===== config.mk =====
export PLATFORM = sky130hd
export DESIGN_NAME = tcam_prio_search
export DESIGN_NICKNAME = d
export VERILOG_FILES = /design/src/rtl/tcam_prio_search.sv
export SDC_FILE = /design/constraint.sdc
export NUM_CORES = 1
export LEC_CHECK = 0
export ABC_AREA = 0
export CORE_MARGIN = 2
export CORE_UTILIZATION = 57
export DETAILED_ROUTE_END_ITERATION = 12
export GPL_TIMING_DRIVEN = 0
export PLACE_DENSITY = 0.72
export SLEW_MARGIN = 10
export SYNTH_ARGS = -nofsm -noshare
export SYNTH_HDL_FRONTEND = slang
export SYNTH_SLANG_ARGS = --single-unit

===== constraint.sdc =====
create_clock -name clk -period 5.5 [get_ports clk]
set_clock_uncertainty 0.2 [all_clocks]
set_input_delay 0.55 -clock clk [delete_from_list [all_inputs] [get_ports clk]]
set_output_delay 0.55 -clock clk [all_outputs]
set_load 0.05 [all_outputs]

===== src/rtl/tcam_prio_search.sv =====
// Ternary CAM with per-entry valid bits and care masks, a 2-stage search pipeline and a lowest-index hit encoder.
// Define TCAM_MULTI_HIT_EN to add the rsp_multi / rsp_count outputs.
module tcam_prio_search #(
  parameter int WIDTH = 16,
  parameter int DEPTH = 32,
  parameter int AW    = $clog2(DEPTH)
) (
  input  logic             clk,
  input  logic             reset,
  input  logic             srch_valid,
  input  logic [WIDTH-1:0] srch_key,
  input  logic             wr_en,
  input  logic [AW-1:0]    wr_addr,
  input  logic [WIDTH-1:0] wr_value,
  input  logic [WIDTH-1:0] wr_care,
  input  logic             inv_en,
  input  logic [AW-1:0]    inv_addr,
  input  logic             flush,
  output logic             rsp_valid,
  output logic             rsp_hit,
  output logic [AW-1:0]    rsp_index,
  output logic [DEPTH-1:0] rsp_match,
  output logic [AW:0]      occupancy
`ifdef TCAM_MULTI_HIT_EN
  ,
  output logic             rsp_multi,
  output logic [AW:0]      rsp_count
`endif
);

  logic [DEPTH-1:0] valid_q, valid_d;
  logic [WIDTH-1:0] value_q [DEPTH];
  logic [WIDTH-1:0] care_q  [DEPTH];
  logic [AW:0]      occupancy_q;
  logic             wr_ok, inv_ok;

  logic [DEPTH-1:0] match_p0;
  logic             vld_p1_q;
  logic [DEPTH-1:0] match_p1_q;

  logic             rsp_valid_q;
  logic             rsp_hit_q;
  logic [AW-1:0]    rsp_index_q;
  logic [DEPTH-1:0] rsp_match_q;
`ifdef TCAM_MULTI_HIT_EN
  logic             rsp_multi_q;
  logic [AW:0]      rsp_count_q;
  logic [AW:0]      hit_count_p1;
`endif

  function automatic logic [AW-1:0] prio_enc(input logic [DEPTH-1:0] m);
    logic [AW-1:0] idx;
    idx = '0;
    for (int i = DEPTH - 1; i >= 0; i--) begin
      if (m[i]) idx = AW'(i);
    end
    return idx;
  endfunction

  function automatic logic [AW:0] popcount(input logic [DEPTH-1:0] v);
    logic [AW:0] cnt;
    cnt = '0;
    for (int i = 0; i < DEPTH; i++) begin
      cnt = cnt + (AW+1)'(v[i]);
    end
    return cnt;
  endfunction

  // When DEPTH fills the address space every address is in range.
  generate
    if (DEPTH == (1 << AW)) begin : g_full_range
      assign wr_ok  = 1'b1;
      assign inv_ok = 1'b1;
    end else begin : g_part_range
      localparam logic [AW:0] DEPTH_C = (AW+1)'(DEPTH);
      assign wr_ok  = ({1'b0, wr_addr}  < DEPTH_C);
      assign inv_ok = ({1'b0, inv_addr} < DEPTH_C);
    end
  endgenerate

  // Flush first, then invalidate, then write, so a write always wins.
  always_comb begin
    valid_d = valid_q;
    if (flush) valid_d = '0;
    if (inv_en && inv_ok) valid_d[inv_addr] = 1'b0;
    if (wr_en && wr_ok) valid_d[wr_addr] = 1'b1;
  end

  always_ff @(posedge clk or negedge reset) begin
    if (!reset) begin
      valid_q     <= '0;
      occupancy_q <= '0;
    end else begin
      valid_q     <= valid_d;
      occupancy_q <= popcount(valid_d);
    end
  end

  always_ff @(posedge clk) begin
    if (wr_en && wr_ok) begin
      value_q[wr_addr] <= wr_value;
      care_q[wr_addr]  <= wr_care;
    end
  end

  // Compare against the pre-update table, giving read-before-write semantics.
  always_comb begin
    match_p0 = '0;
    for (int i = 0; i < DEPTH; i++) begin
      match_p0[i] = valid_q[i] & (&(~(srch_key ^ value_q[i]) | ~care_q[i]));
    end
  end

  // ---- stage 1: registered match vector ----
  always_ff @(posedge clk or negedge reset) begin
    if (!reset) vld_p1_q <= 1'b0;
    else        vld_p1_q <= srch_valid;
  end

  always_ff @(posedge clk) begin
    if (srch_valid) match_p1_q <= match_p0;
  end

`ifdef TCAM_MULTI_HIT_EN
  assign hit_count_p1 = popcount(match_p1_q);
`endif

  // ---- stage 2: priority encode, results hold between requests ----
  always_ff @(posedge clk or negedge reset) begin
    if (!reset) begin
      rsp_valid_q <= 1'b0;
      rsp_hit_q   <= 1'b0;
      rsp_index_q <= '0;
      rsp_match_q <= '0;
`ifdef TCAM_MULTI_HIT_EN
      rsp_multi_q <= 1'b0;
      rsp_count_q <= '0;
`endif
    end else begin
      rsp_valid_q <= vld_p1_q;
      if (vld_p1_q) begin
        rsp_hit_q   <= |match_p1_q;
        rsp_index_q <= prio_enc(match_p1_q);
        rsp_match_q <= match_p1_q;
`ifdef TCAM_MULTI_HIT_EN
        rsp_multi_q <= (hit_count_p1 > (AW+1)'(1));
        rsp_count_q <= hit_count_p1;
`endif
      end
    end
  end

  assign rsp_valid = rsp_valid_q;
  assign rsp_hit   = rsp_hit_q;
  assign rsp_index = rsp_index_q;
  assign rsp_match = rsp_match_q;
  assign occupancy = occupancy_q;
`ifdef TCAM_MULTI_HIT_EN
  assign rsp_multi = rsp_multi_q;
  assign rsp_count = rsp_count_q;
`endif

endmodule

* Yosys cells after proc, flatten, opt, wreduce, memory -nomap -nowiden
Memory sizes are Yosys's and may differ from the RTL's. Index checks and enable logic that the tools add are counted.
Operators by class: equality and inequality tests 0, shifts and indexed selects 0, $lt $le $gt $ge 4, bitwise logic cells 163, divide/modulo/power cells 0, multiplexer cells 41, $add $sub $neg 31, reductions and logical operators 35, $mul 0
Operators by type and width (number):
- $not 16->16 | 64
- $or 16x16->16 | 32
- $reduce_and 16->1 | 32
- $xor 16x16->16 | 32
- $mux 5 | 32
- $add 6x1->6 | 26
- $mux 32 | 3
- $and 1x1->1 | 32
- $and 32x32->32 | 1
- $not 32->32 | 1
- $or 32x32->32 | 1
- $reduce_or 32->1 | 1
- $lt 5x6->1 const B | 2
- $demux 1 s5 | 2
- $ge 5x1->1 const B | 2
- $add 5x1->6 | 1
- $add 4x1->5 | 1
- $add 3x1->4 | 1
- $mux 1 | 4
- $add 2x1->3 | 1
- $add 1x1->2 | 1
- $logic_and 1x1->1 | 2
Storage, ports and cells: flip-flop bits (word level) 110, memory bits (writable) 1024, bits in latches 0, memories 2, ROM bits 0, logic and storage cells 284, output and inout port bits 45
Memory list:
- care_q | words 32, width 16, rd ports 32, clocked after memory_dff 0, write ports 1, RTL line 33 | logic [WIDTH-1:0] care_q [DEPTH];
- value_q | words 32, width 16, rd ports 32, clocked after memory_dff 0, write ports 1, RTL line 32 | logic [WIDTH-1:0] value_q [DEPTH];

* Longest topological paths before layout
Gate-level depths: netlist (run 1).
depth after elaboration 40, mapped depth 20, gate-level depth less buffers 19

* Worst setup path after synthesis (run 1)
Ideal clock, no wire load.
path type input port to flip-flop, start input port wr_addr[1], end register occupancy_q[4] (netlist: occupancy[4]), arrival time 6.777 ns, buffers on the path 1, data required time 5.177 ns, path slack -1.599 ns, stages 19, library setup time 0.123 ns, cells stage by stage or3b_1 > clkbuf_1 > nor2_1 > a31o_2 > inv_2 > fa_1 > inv_1 > fa_1 > fa_1 > fa_1 > fa_1 > fa_1 > ha_1 > inv_1 > fa_1 > inv_1 > a21o_1 > a21oi_1 > xnor2_1
Between the ends: cells in the longest elaborated chain, start to end 37, elaborated cells on any way between the ends 38
RTL lines:
- start: declaration | RTL line 13 | input logic [AW-1:0] wr_addr,
- $lt 5x6->1 (not written as such) or $ge 5x1->1 (tied branches) | RTL line 86 | if (wr_en && wr_ok) valid_d[wr_addr] = 1'b1;
- $logic_and 1x1->1 (not written as such) | RTL line 86
- $mux 1 (not written as such) | RTL line 86
- $demux 1 s5 * | RTL line 86
- $or 32x32->32 (no line) *
- $mux 32 * | RTL line 86
- via valid_d[0] | RTL line 31 | logic [DEPTH-1:0] valid_q, valid_d;
- $add 1x1->2 * | RTL line 64 | cnt = cnt + (AW+1)'(v[i]);
- $add 2x1->3 * | RTL line 64
- $add 3x1->4 * | RTL line 64
- $add 4x1->5 * | RTL line 64
- $add 5x1->6 * | RTL line 64
- $add 6x1->6 * (26 in series) | RTL line 64
- end signal: assignment | RTL line 95 | occupancy_q <= popcount(valid_d);
- end: declaration | RTL line 34 | logic [AW:0] occupancy_q;
Mark *: on every way through the listed nets, which the timed path passes. The rest lies on a longest branch. A chain may end at the register's enable or synchronous reset.

* Worst setup path in the final report (run 1)
start input port inv_addr[4], end register occupancy_q[4] (netlist: occupancy[4])
Between the ends: elaborated cells on any way between the ends 41
RTL lines:
- start: declaration | RTL line 17 | input logic [AW-1:0] inv_addr,
- $lt 5x6->1 (not written as such) or $ge 5x1->1 (tied branches) | RTL line 85 | if (inv_en && inv_ok) valid_d[inv_addr] = 1'b0;
- $logic_and 1x1->1 (not written as such) | RTL line 85
- $mux 1 (not written as such) | RTL line 85
- $demux 1 s5 * | RTL line 85
- $not 32->32 (no line) *
- $and 32x32->32 (no line) *
- $mux 32 * | RTL line 85
- $or 32x32->32 (no line)
- $mux 32 * | RTL line 86
- via valid_d[17] | RTL line 31
- $add 6x1->6 * (15 in series) | RTL line 64
Marked as above.

==> results.py, run 1 <==
metrics = {
    "final_layout": {
        "multi_input_area_mm2": 0.00974,
        "drive_above_1_share": 0.179,
        "layout_commonest_cell": "edfxtp_1",
        "final_cell_area_mm2": 0.0509,
        "regArea_mm2": 0.0337,
        "area_growth_pct": 16.8,
        "final_cell_mix": "edfxtp_1 (1056), xor2_1 (512), clkbuf_16 (114)",
        "finalNetCount": 2786,
        "fillers": 4878,
    },
    "worst_setup_path": {
        "reg2regPathDepth": 16,
        "cpPeakStageDelay_ps": 580,
        "rr_startpoint": "valid_q[15]$_DFF_PN0_",
        "worst-path-max-fanout": 8,
        "cp-end-kind": "flip-flop",
        "crit_type": "in -> reg",
        "r2r-end": "occupancy[4]$_DFF_PN0_",
        "worst_ep_required_time_ps": 5860,
        "cp_num_buf_inv": 5,
        "crit_path_frequent_cell": "fa_2",
        "path_cells": "clkdlybuf4s15_2 -> nor3b_4 -> nand2_1 -> a31o_4 -> fa_2 -> fa_2 -> inv_1 -> fa_1 -> inv_2 -> fa_2 -> fa_1 -> fa_1 -> ha_4 -> inv_2 -> fa_2 -> inv_2 -> a21o_1 -> a21oi_2 -> xnor2_2",
        "r2r_setup_slack_ps": 310,
        "worst_ep_arrival_time_ps": 5780,
        "critPathTopFamily": "adder cells",
        "timing.critical_path.from": "inv_addr[4]",
        "start_kind": "primary input",
        "cp_slowest_cell": "fa_2",
    },
    "timing": {
        "tightest_slew_ps": 1050,
        "rsz0062_at_grt": "yes",
        "hold_viol": 0,
        "fin_crit_ps": 5430,
        "setup_viol": 0,
        "setup_ws_ps": 73.1,
        "fmax_mhz": 184,
        "finalCritPeriodShare": 0.987,
        "slew_headroom": 0.301,
        "finalMaxSlewViolations": 0,
    },
    "synth": {
        "synth_warnings": 0,
        "synth_area_leaders": "edfxtp_1 (73%), xor2_1 (10%), dfrtp_1 (4.5%)",
        "syn_inst": 2370,
        "synthDistinctLibCells": 59,
        "synth_edf_count": 1056,
        "synth_nets": 2465,
        "synth.ff_latch_count": 1134,
        "syn_area_per_cell_um2": 18.4,
        "synth_top_area_cell": "edfxtp_1",
        "ys_seq_area_frac": 0.773,
        "syn_area_mm2": 0.0435,
        "synth_ff_type": "edfxtp_1",
        "synthArstFlopShare": 0.0688,
        "synth_top_area_frac": 0.728,
    },
    "route": {
        "postRouteAntennaNets": 0,
        "routed_wl_um": 111000,
        "avgRoutedWirePerCell_um": 29.5,
        "drc": 0,
        "drt_iter0_markers": 3101,
        "drt_pass1_iterations": 5,
        "vias": 23300,
        "vias_per_cell": 6.19,
    },
    "global_routing": {
        "grt_pass1_vias": 23200,
        "overflow": 0,
        "globalRouteMet3Util": 0.0482,
        "grt_use_met1": 0.411,
        "antenna_found_initial": 15,
        "grt_pass1_wl_um": 158000,
        "grt_start_max_net_pins": 47,
        "grt_util_met2": 0.447,
        "busiest_layer": "met2",
        "grt_use_total": 0.284,
    },
    "pwr": {
        "p_switching_mw": 3.95,
        "finalPower_mw": 18.0,
        "power_density_mw_per_mm2": 354,
        "swShare": 0.219,
        "seq_power_share": 0.535,
        "clockPowerShare": 0.403,
        "combinationalPowerShare": 0.061,
        "vdd_drop_max_uv": 285,
        "power.internal_mw": 14.0,
        "cellLeakagePower_nw": 17.7,
    },
    "place": {
        "finalWeightedCongestion": 0.916,
        "hpwl_um": 67600,
        "port_buffers": 92,
        "pre_cts_ws_ps": -2360,
        "placed_area_mm2": 0.0465,
    },
    "clocking": {
        "root_buffer": "clkbuf_16",
        "cts_tree": "built",
        "clk_pin_slew_ps": 60,
        "htree_levels": 3,
        "clkLatencyLatePin_ps": 680,
        "cts_made_buffers": 109,
        "clock-sinks": 1134,
        "clk_path_buf_depth": 3,
    },
    "run_status": {
        "status": "finished, final reports clean",
    },
    "hold_path": {
        "holdCritStartpoint": "wr_care[10]",
        "hp-class": "in -> reg",
        "min_to": "care_q[22][10]$_DFFE_PP_",
        "min_path_cells": 1,
    },
    "die": {
        "die_area_mm2": 0.0786,
        "initial_utilization": 0.574,
        "die_y_um": 280,
        "placementRows": 101,
        "die_w_um": 280,
        "core_area_mm2": 0.0758,
        "ios": 109,
    },
    "flow_run": {
        "drv_cap": 0,
    },
}
[flip-flops by register name, indices dropped and copies added (netlist names)]
register and flops:
rsp_match 32, rsp_valid 1, occupancy 6, vld_p1_q 1, match_p1_q 32, care_q 512, rsp_hit 1, rsp_index 5
valid_q 32, value_q 512
[synth_stat cells, drive strengths merged (3+ instances only)]
cell type / count
a21oi: 9
a221oi: 49
a222oi: 32
a22o: 48
a22oi: 96
a31o: 24
a31oi: 4
and4b: 16
buf: 59
clkbuf: 17
dfrtp: 78
edfxtp: 1056
fa: 24
ha: 7
inv: 47
mux2: 32
nand2: 53
nand2b: 9
nand3: 7
nand3b: 9
nand4: 49
nor2: 65
nor2b: 5
nor3: 4
nor3b: 5
nor4: 5
o211ai: 4
o21ai: 8
o311ai: 3
o31ai: 3
or2: 3
or3: 4
or3b: 4
or4: 3
xnor2: 3
xor2: 512
[worst max path at each step]
stage                                   endpoint  cells after the start
after floorplan           occupancy[4]$_DFF_PN0_                     18
after global placement    occupancy[4]$_DFF_PN0_                     16
after detailed placement  occupancy[4]$_DFF_PN0_                     18
after CTS                 occupancy[4]$_DFF_PN0_                     20
after global routing      occupancy[4]$_DFF_PN0_                     20
final                     occupancy[4]$_DFF_PN0_                     19
[per-stage QoR]
step / TNS [ps] / std cells / util / hold WS, ps
floorplan: -3090 / 2370 / - / 54.4
global placement: -13980 / 3440 / 0.605 / 160
detailed placement: -12230 / 3472 / 0.613 / 168
CTS: 0 / 3751 / 0.670 / 9.91
global route: -102 / 3758 / 0.671 / 23.9
finish: 0 / 3764 / 0.671 / 17.3
[cell families (layout without fill, tap and decap cells)]
kind of cell               after synthesis  after routing  synth area share
DFF                                   1134           1134             0.773
xor gates and xnor gates               515            515             0.104
AOI/OAI and AO/OA                      291            291            0.0568
adders and majority gates               31             31            0.0130
buffers and inverters                  123            518            0.0149
and+or+nand+nor                        244            259            0.0304
other                                    0              6                 0
muxes                                   32             32           0.00828
[what timing repair did]
item,4_1_cts,5_1_grt
hold endpoints to repair,35,0
setup endpoints to repair,6,3
buffers inserted,64,7
hold buffers,3,0
cloned,15,0
pin swaps,27,20
resized for setup,68,33
[worst register-to-register path, delay by kind of cell (launching register included)]
kind | cells | cell delay, ps
flip-flops | 1 | 400
buffers and inverters | 3 | 150
XOR/XNOR | 1 | 150
adder cells (fa/ha/maj) | 8 | 3560
AND/OR/NAND/NOR | 1 | 320
AO/OA/AOI/OAI | 3 | 300
[power groups by stage]
| stage | clock [mW] | sequential (mW) | combinational, mW |
|---|---|---|---|
| floorplan | 0 | 9.90 | 0.444 |
| global placement | 0 | 9.82 | 0.982 |
| detailed placement | 0 | 9.81 | 1.04 |
| CTS | 7.30 | 9.63 | 1.09 |
| global route | 7.64 | 9.64 | 1.17 |
| finish | 7.26 | 9.63 | 1.11 |
[area by class of cell]
cell class,count,area share
flip-flops and latches,1134,0.662
multi-input cells,1128,0.191
clock buffers,136,0.0579
repair buffers,198,0.0416
well taps,978,0.0241
clock inverters,64,0.0100
plain buffers,73,0.00962
inverters,47,0.00347
diodes,6,0.000295
[per-layer routing]
metal  wire length [um]  share of wire
met1              44400           0.40
met2              52800           0.48
met3              10800          0.097
met4               3070          0.028
met5                 57        0.00051
(Power assumes the default switching activity.)
==> inputs of run 2 (changes only) <==
--- a/config.mk
+++ b/config.mk
@@ -11,7 +11,6 @@
 export DETAILED_ROUTE_END_ITERATION = 12
 export GPL_TIMING_DRIVEN = 0
 export PLACE_DENSITY = 0.72
-export SLEW_MARGIN = 10
 export SYNTH_ARGS = -nofsm -noshare
 export SYNTH_HDL_FRONTEND = slang
 export SYNTH_SLANG_ARGS = --single-unit
==> run 2 against run 1 <==
  * Critical path depth decreased by 1
  * Wire length decreased by 0.48%
  * Cell area fell by 0.84%
  * Global-route usage is 0.087 points lower
  * Fmax shrank 0.86%
  * Count of clock-buffer cells in the layout rose by 3
  * Non-clock buffer count decreased by 20
  * Setup slack worse by 47 ps
  * Register-to-register slack got worse by 30 ps
==> results.py, run 2 (synthesis results as in run 1) <==
metrics = {
    "timing": {
        "slew_headroom": 0.262,
        "hold_viol": 0,
        "fmax_mhz": 183,
        "fin_crit_ps": 5470,
        "setup_viol": 0,
        "tightest_slew_ps": 1110,
        "finalCritPeriodShare": 0.995,
        "hold_ws_ps": 47.2,
        "finalMaxSlewViolations": 0,
        "fin_setup_tns_ps": 0,
        "rsz0062_at_grt": "yes",
    },
    "worst_setup_path": {
        "cp-end-kind": "flip-flop",
        "crit_type": "in -> reg",
        "worst-path-max-fanout": 8,
        "worst_ep_required_time_ps": 5860,
        "start_kind": "primary input",
        "worst_ep_arrival_time_ps": 5840,
    },
    "final_layout": {
        "fillers": 4869,
        "diodes": 0,
        "final_cell_mix": "edfxtp_1 (1056), xor2_1 (512), clkbuf_16 (112)",
        "finalNetCount": 2766,
        "top_regs": "care_q x512, value_q x512",
        "fin_util": 0.665,
        "area_growth_pct": 15.9,
        "final_cell_area_mm2": 0.0504,
        "drive_above_1_share": 0.173,
        "layout_commonest_cell": "edfxtp_1",
    },
    "route": {
        "drt_iter0_markers": 3002,
        "routed_wl_um": 111000,
        "postRouteAntennaNets": 0,
        "drc": 0,
        "drt_pass1_iterations": 8,
        "avgRoutedWirePerCell_um": 29.6,
        "vias_per_cell": 6.19,
        "vias": 23100,
    },
    "pwr": {
        "vdd_drop_max_uv": 270,
        "finalPower_mw": 18.0,
        "power_density_mw_per_mm2": 356,
        "cellLeakagePower_nw": 17.5,
    },
    "global_routing": {
        "overflow": 0,
        "grt_use_total": 0.283,
        "grt_pass1_vias": 23000,
        "grt_pass1_wl_um": 157000,
        "antenna_found_initial": 8,
        "grt_start_max_net_pins": 47,
    },
    "clocking": {
        "clk_path_buf_depth": 3,
        "cts_made_buffers": 109,
        "root_buffer": "clkbuf_16",
        "cts_tree": "built",
        "clk_pin_slew_ps": 60,
        "htree_levels": 3,
        "clock-sinks": 1134,
        "clkLatencyLatePin_ps": 670,
    },
    "die": {
        "initial_utilization": 0.574,
        "die_y_um": 280,
        "core_area_mm2": 0.0758,
        "placementRows": 101,
        "ios": 109,
        "die_area_mm2": 0.0786,
        "die_w_um": 280,
    },
    "place": {
        "placed_area_mm2": 0.0462,
        "port_buffers": 92,
        "hpwl_um": 66400,
        "finalWeightedCongestion": 0.916,
    },
    "run_status": {
        "status": "finished, final reports clean",
    },
    "hold_path": {
        "hp-class": "in -> reg",
    },
    "flow_run": {
        "drv_cap": 0,
    },
}
[run 2: cell count changes in the layout (fill, tap and decap cells not counted), moves of 3 or more]
cell and delta:
clkinv_1 -3, fa_1 +3, buf_4 +4, buf_2 +3, buf_12 -19, fa_2 -3
diode_2 -6
[run 2: metal layers]
| layer | wire length (um) | GRT usage | vias up |
|---|---|---|---|
| met3 | 11000 | 0.0570 | 194 |
| li1 | - | - | 9742 |
| met5 | 37 | 0 | - |
| met4 | 3070 | 0.0817 | 6 |
| met2 | 52200 | 0.445 | 1203 |
| met1 | 44300 | 0.408 | 12000 |
[run 2: report_power, final]
part / internal [mW] / switching (mW) / total, mW
registers: 9.57 / 0.0629 / 9.63
logic: 0.337 / 0.732 / 1.07
clock network: 4.15 / 3.13 / 7.27
[run 2: path summary, 6_finish.rpt]
kind                                       startpoint                   endpoint  slack, ps  cells past startpoint
min in group asynchronous                       reset      valid_q[15]$_DFF_PN0_        190                      2
worst max-delay path                      inv_addr[3]     occupancy[4]$_DFF_PN0_         30                     18
worst min-delay path                      wr_care[10]   care_q[21][10]$_DFFE_PP_         50                      1
worst min register to register     vld_p1_q$_DFF_PN0_        rsp_valid$_DFF_PN0_        180                      0
max in group asynchronous                       reset  rsp_match[14]$_DFFE_PN0P_       4310                      3
worst max register to register  valid_q[19]$_DFF_PN0_     occupancy[4]$_DFF_PN0_        280                     16
[run 2: area by class of cell]
class / instances / area, um^2 / share of cell area
plain buffers: 73 / 487 / 0.00965
clock inverters: 62 / 520 / 0.0103
inverters: 47 / 176 / 0.00350
well taps: 978 / 1220 / 0.0243
repair buffers: 178 / 1670 / 0.0331
flip-flops and latches: 1134 / 33700 / 0.667
clock buffers: 139 / 2940 / 0.0584
multi-input cells: 1128 / 9770 / 0.194
[run 2: repair_timing]
item,CTS,global route
gates resized for setup,71,31
endpoints found under the setup margin,6,3
pin swaps,27,15
hold buffers,1,0
hold endpoints to repair,32,0
setup buffers,58,10
gates cloned,15,0
[run 2: metrics by stage]
stage / std cells / worst slack [ps]
after floorplan: 2370 / -718
after global placement: 3440 / -2680
after detailed placement: 3457 / -2390
after CTS: 3729 / 9.24
after global routing: 3739 / -38.3
final: 3739 / 26.0
[run 2: worst max-delay path: stages]
cell,delay [ps]
clkdlybuf4s15_2,350
nand3b_1,230
o311ai_2,580
o21ai_1,390
inv_1,170
fa_1,430
inv_1,90
fa_1,440
fa_1,530
fa_1,510
fa_1,540
ha_4,150
inv_2,40
fa_2,360
inv_1,70
a21o_1,120
a21oi_2,70
xnor2_2,200
